### src/rtl/frame_peak_finder.sv
// frame_peak_finder: streaming per-frame maximum finder with first-occurrence index.
// Also contains compare_great_than, the unsigned strict greater-than datapath element.
// Optional build macro FRAME_PEAK_MIN_EN adds a symmetric minimum path (o_min, o_min_idx).

module compare_great_than #(
    parameter int WIDTH = 16
) (
    input  logic [WIDTH-1:0] i_a,
    input  logic [WIDTH-1:0] i_b,
    output logic             o_gt
);
    // unsigned strict a > b
    always_comb o_gt = (i_a > i_b);
endmodule

module frame_peak_finder #(
    parameter int DATA_W    = 16,
    parameter int FRAME_LEN = 64,
    localparam int IDX_W    = $clog2(FRAME_LEN)
) (
    input  logic              i_clk,
    input  logic              i_rst,
    input  logic              i_valid,
    output logic              o_ready,
    input  logic [DATA_W-1:0] i_data,
    output logic              o_valid,
    input  logic              i_ready,
    output logic [DATA_W-1:0] o_max,
    output logic [IDX_W-1:0]  o_idx,
    output logic              o_busy
`ifdef FRAME_PEAK_MIN_EN
    ,
    output logic [DATA_W-1:0] o_min,
    output logic [IDX_W-1:0]  o_min_idx
`endif
);

    localparam logic [IDX_W-1:0] LAST_IDX = IDX_W'(FRAME_LEN - 1);

    typedef enum logic {
        ACCUM,
        HOLD
    } state_t;

    state_t            state;
    state_t            state_nxt;
    logic [IDX_W-1:0]  cnt;
    logic [DATA_W-1:0] run_max;
    logic [IDX_W-1:0]  run_idx;
    logic              gt_max;
    logic              accept;
    logic              last;

    compare_great_than #(
        .WIDTH(DATA_W)
    ) u_cmp_max (
        .i_a (i_data),
        .i_b (run_max),
        .o_gt(gt_max)
    );

    // state register
    always_ff @(posedge i_clk) begin
        if (i_rst) state <= ACCUM;
        else       state <= state_nxt;
    end

    // next state and handshake outputs
    always_comb begin
        state_nxt = state;
        o_ready   = 1'b0;
        o_valid   = 1'b0;
        o_busy    = 1'b0;
        accept    = 1'b0;
        last      = (cnt == LAST_IDX);
        case (state)
            ACCUM: begin
                o_ready = 1'b1;
                o_busy  = (cnt != '0);
                accept  = i_valid;
                if (i_valid && last) state_nxt = HOLD;
            end
            HOLD: begin
                o_valid = 1'b1;
                if (i_ready) state_nxt = ACCUM;
            end
            default: state_nxt = ACCUM;
        endcase
    end

    // running max/index tracking, sample counter and frame commit
    always_ff @(posedge i_clk) begin
        if (i_rst) begin
            cnt     <= '0;
            run_max <= '0;
            run_idx <= '0;
            o_max   <= '0;
            o_idx   <= '0;
        end else if (accept) begin
            if (cnt == '0) begin
                run_max <= i_data;
                run_idx <= '0;
            end else if (gt_max) begin
                run_max <= i_data;
                run_idx <= cnt;
            end
            if (last) begin
                // last sample can never be sample 0 (FRAME_LEN >= 2), so only the compare matters
                cnt   <= '0;
                o_max <= gt_max ? i_data : run_max;
                o_idx <= gt_max ? cnt    : run_idx;
            end else begin
                cnt <= cnt + 1'b1;
            end
        end
    end

`ifdef FRAME_PEAK_MIN_EN
    logic [DATA_W-1:0] run_min;
    logic [IDX_W-1:0]  run_min_idx;
    logic              lt_min;

    // operands swapped: running min > sample means a new minimum
    compare_great_than #(
        .WIDTH(DATA_W)
    ) u_cmp_min (
        .i_a (run_min),
        .i_b (i_data),
        .o_gt(lt_min)
    );

    // running min/index tracking and commit, mirrors the max path
    always_ff @(posedge i_clk) begin
        if (i_rst) begin
            run_min     <= '0;
            run_min_idx <= '0;
            o_min       <= '0;
            o_min_idx   <= '0;
        end else if (accept) begin
            if (cnt == '0) begin
                run_min     <= i_data;
                run_min_idx <= '0;
            end else if (lt_min) begin
                run_min     <= i_data;
                run_min_idx <= cnt;
            end
            if (last) begin
                o_min     <= lt_min ? i_data : run_min;
                o_min_idx <= lt_min ? cnt    : run_min_idx;
            end
        end
    end
`else
    // minimum path not built
`endif

endmodule
### config.mk
export PLATFORM = sky130hd
export DESIGN_NAME = frame_peak_finder
export DESIGN_NICKNAME = d
export VERILOG_FILES = /design/src/rtl/frame_peak_finder.sv
export SDC_FILE = /design/constraint.sdc
export NUM_CORES = 1
export LEC_CHECK = 0
export ABC_AREA = 1
export BUFFER_PORTS_ARGS = -buffer_cell sky130_fd_sc_hd__buf_4
export CAP_MARGIN = 20
export CORE_ASPECT_RATIO = 1.1
export CORE_MARGIN = 10
export CORE_UTILIZATION = 45
export CTS_BUF_LIST = sky130_fd_sc_hd__clkbuf_2 sky130_fd_sc_hd__clkbuf_4 sky130_fd_sc_hd__clkbuf_8
export CTS_CLUSTER_DIAMETER = 120
export DETAILED_ROUTE_END_ITERATION = 7
export PLACE_DENSITY = 0.66
export SYNTH_ARGS = -nofsm -noshare
export SYNTH_HDL_FRONTEND = slang
export SYNTH_SLANG_ARGS = --single-unit
### constraint.sdc
create_clock -name i_clk -period 2.1 [get_ports i_clk]
set_input_delay 0 -clock i_clk [delete_from_list [all_inputs] [get_ports i_clk]]
set_output_delay 0 -clock i_clk [all_outputs]
set_load 0.02 [all_outputs]
==> qor.csv <==
metric,value,unit
hold_sp,i_rst,
antenna-violating nets left,0,
die height,103.9,um
Initial Utilization,0.4644,
CTS buffer count,5,
yosys warns,0,
clk sinks,51,
hold path depth,2,
Least-Margin Pin Slew,0.4823,ns
switching share of power,0.3184,
pre-CTS setup slack,0.1562,ns
Std-Cell Rows,30,
WS Path Type,reg -> reg,
vias per inst,5.142,
endpoints failing hold,0,
Met3 Routed Length,454,um
clk root buf,clkbuf_8,
wire per inst,13.80,um
combinational power share,0.266,
fin crit period,1.976,ns
Ports,45,
layout cells sized above 1,0.2004,
Total Routing Usage GR,0.1492,
mean post-synth cell area,6.882,um2
met2 WL,3.607,mm
leakage power,1.487,nW
total of max-cap violations,0,
Reg area,1032,um2
R2R cell count,10,
Post-Route WL,7.509,mm
nets,502,
synth unique cells,29,
clk_skew,0.006585,ns
Final TNS setup,0,ns
Critical Path Fanout Max,8,
fmax,506.1,MHz
DIE AREA,9994,um2
number of global-route vias before repair,2710,
setup ws final,0.1240,ns
Reg-to-Reg Start,run_max[10]$_SDFFE_PP0P_,
deepest clock path buffer count,2,
Top Layer Used,met4,
Pre-antenna DRT Iters,4,
wire length of the first global-routing pass,12.25,mm
critical path startpoint,run_max[10]$_SDFFE_PP0P_,
Worst EP arrival,2.22,ns
fin util,0.5655,
"Reg clk slew, reported paths",0.09,ns
largest net degree at the start of global routing,38,
register area share after synthesis,0.3549,
post-route clock period utilization,0.9409,
area of the multi-input gates,1675,um2
Seq pwr share,0.471,
R2R setup slack,0.12,ns
clock power share,0.263,
fill cell count,610,
status,finished clean,
Core ar.,6193,um2
Antenna diodes,0,
initial antenna violation count,0,
syn_nets,456,
"non-filler cells, final",544,
worst relative slew slack,0.6772,
DRT iter0 DRCs,110,
Worst setup EP type,flip-flop,
# H-tree levels,2,
synthesized cell area,2877,um2
# setup viols final,0,
routed vias,2797,
DP HPWL,5.216,mm
Synth Instances,418,
startpoint types,flip-flop,
Pwr Density,627.3,nW/um2
Clock Latency Late Sink,0.30,ns
DP Cell Count,532,
Psw,0.0006996,W
metal1 wirelength,3.366,mm
Power Internal,0.001497,W
Worst Path Required,2.34,ns
Die Width,96.23,um
# port buffers,44,
RD Place Congestion,0.8616,
GRT overflow,0,
CTS tree,done,
Max Slew Vio Count,0,
worst vdd ir,0.0002822,V
#FFs+latches synth,51,
Hold Path Class,in -> reg,
Area Overhead vs Synth,21.75,%
DRC,0,
[cells in the mapped netlist (all sizes together)]
| cell type | count | area share |
|---|---|---|
| nor2 | 43 | 0.057 |
| clkinv | 1 | 0.0013 |
| ha | 18 | 0.078 |
| clkbuf | 16 | 0.024 |
| nor3b | 2 | 0.0052 |
| dfxtp | 51 | 0.35 |
| inv | 37 | 0.048 |
| nand3 | 68 | 0.12 |
| o31ai | 1 | 0.0026 |
| nand4 | 3 | 0.0065 |
| nor4 | 1 | 0.0043 |
| o21ai | 24 | 0.046 |
| nand2 | 91 | 0.12 |
| a211oi | 2 | 0.0052 |
| buf | 6 | 0.018 |
| nor3 | 5 | 0.010 |
| a21oi | 31 | 0.054 |
| and2 | 16 | 0.035 |
| nand3b | 1 | 0.0026 |
| a21o | 1 | 0.0026 |
[layout make-up]
cell class,instances,share of cell area
sequential,51,0.2947
inverter,38,0.04073
multi-input combinational,308,0.4784
tap,80,0.02858
clock buffer,6,0.02358
clock inverter,1,0.001429
timing repair buffer,60,0.1325
[worst max-delay path, cell delays in order, from the launching register on]
cell,delay [ns]
dfxtp_2,0.35
inv_1,0.04
ha_1,0.28
nand4_1,0.15
nor3_4,0.26
nand2_2,0.09
nand2_4,0.17
buf_6,0.17
nand3_1,0.11
and2_1,0.18
o21ai_1,0.10
[path summary, 6_finish.rpt]
kind                             end
max            o_max[3]$_SDFFE_PP0P_
min          run_max[5]$_SDFFE_PP0P_
max reg2reg    o_max[3]$_SDFFE_PP0P_
min reg2reg  run_idx[5]$_SDFFE_PP0P_
[through the flow]
step	hold slack [ns]	cell area [um2]	power (W)
floorplan	0.1025	2877	0.001456
global placement	0.1919	3276	0.001568
detailed placement	0.1953	3276	0.001578
CTS	0.08185	3373	0.002155
global route	0.09986	3502	0.002347
finish	0.08428	3502	0.002197
[timing repair]
item | in CTS | in global routing
resized for setup | 0 | 24
hold buffers | 1 | 0
setup buffers | 0 | 3
setup endpoints to repair | 0 | 44
endpoints found under the hold margin | 1 | 0
[flip-flops by register name, indices dropped and copies added, names as in the netlist]
| register | cells |
|---|---|
| o_max | 16 |
| run_max | 16 |
| cnt | 6 |
| o_idx | 6 |
| run_idx | 6 |
| state | 1 |
[placed cells by master, fill, tap and decap left out, drive strengths merged]
cell type	synthesis	routed
a211oi	2	2
a21o	1	1
a21oi	31	31
and2	16	16
buf	6	59
clkbuf	16	6
clkinv	1	2
dfxtp	51	51
dlygate4sd3	0	1
ha	18	18
inv	37	37
nand2	91	92
nand3	68	68
nand3b	1	1
nand4	3	3
nor2	43	43
nor3	5	5
nor3b	2	2
nor4	1	1
o21ai	24	24
o31ai	1	1
[cell families (layout without fill, tap and decap cells)]
family          Yosys count  in the layout  share of synthesized area
buf+inv                  60            105                    0.09177
fa+ha+maj                18             18                    0.07830
compound gates           59             59                     0.1101
simple gates            230            231                     0.3649
flops                    51             51                     0.3549
[power by group through the flow]
| stage | registers (W) | clock network [W] | logic, W |
|---|---|---|---|
| final | 0.00103 | 0.000579 | 0.000584 |
| after global routing | 0.00104 | 0.000641 | 0.000667 |
| after CTS | 0.00103 | 0.000596 | 0.000528 |
| after detailed placement | 0.00105 | 0 | 0.000525 |
| after global placement | 0.00105 | 0 | 0.000516 |
| after floorplan | 0.00105 | 0 | 0.000408 |
[layer usage]
metal / up-vias / GRT usage
met5: - / 0
met4: 0 / 0.03903
met3: 7 / 0.03971
met2: 54 / 0.2546
met1: 1282 / 0.1763
li1: 1454 / -
(Power assumes the default switching activity.)
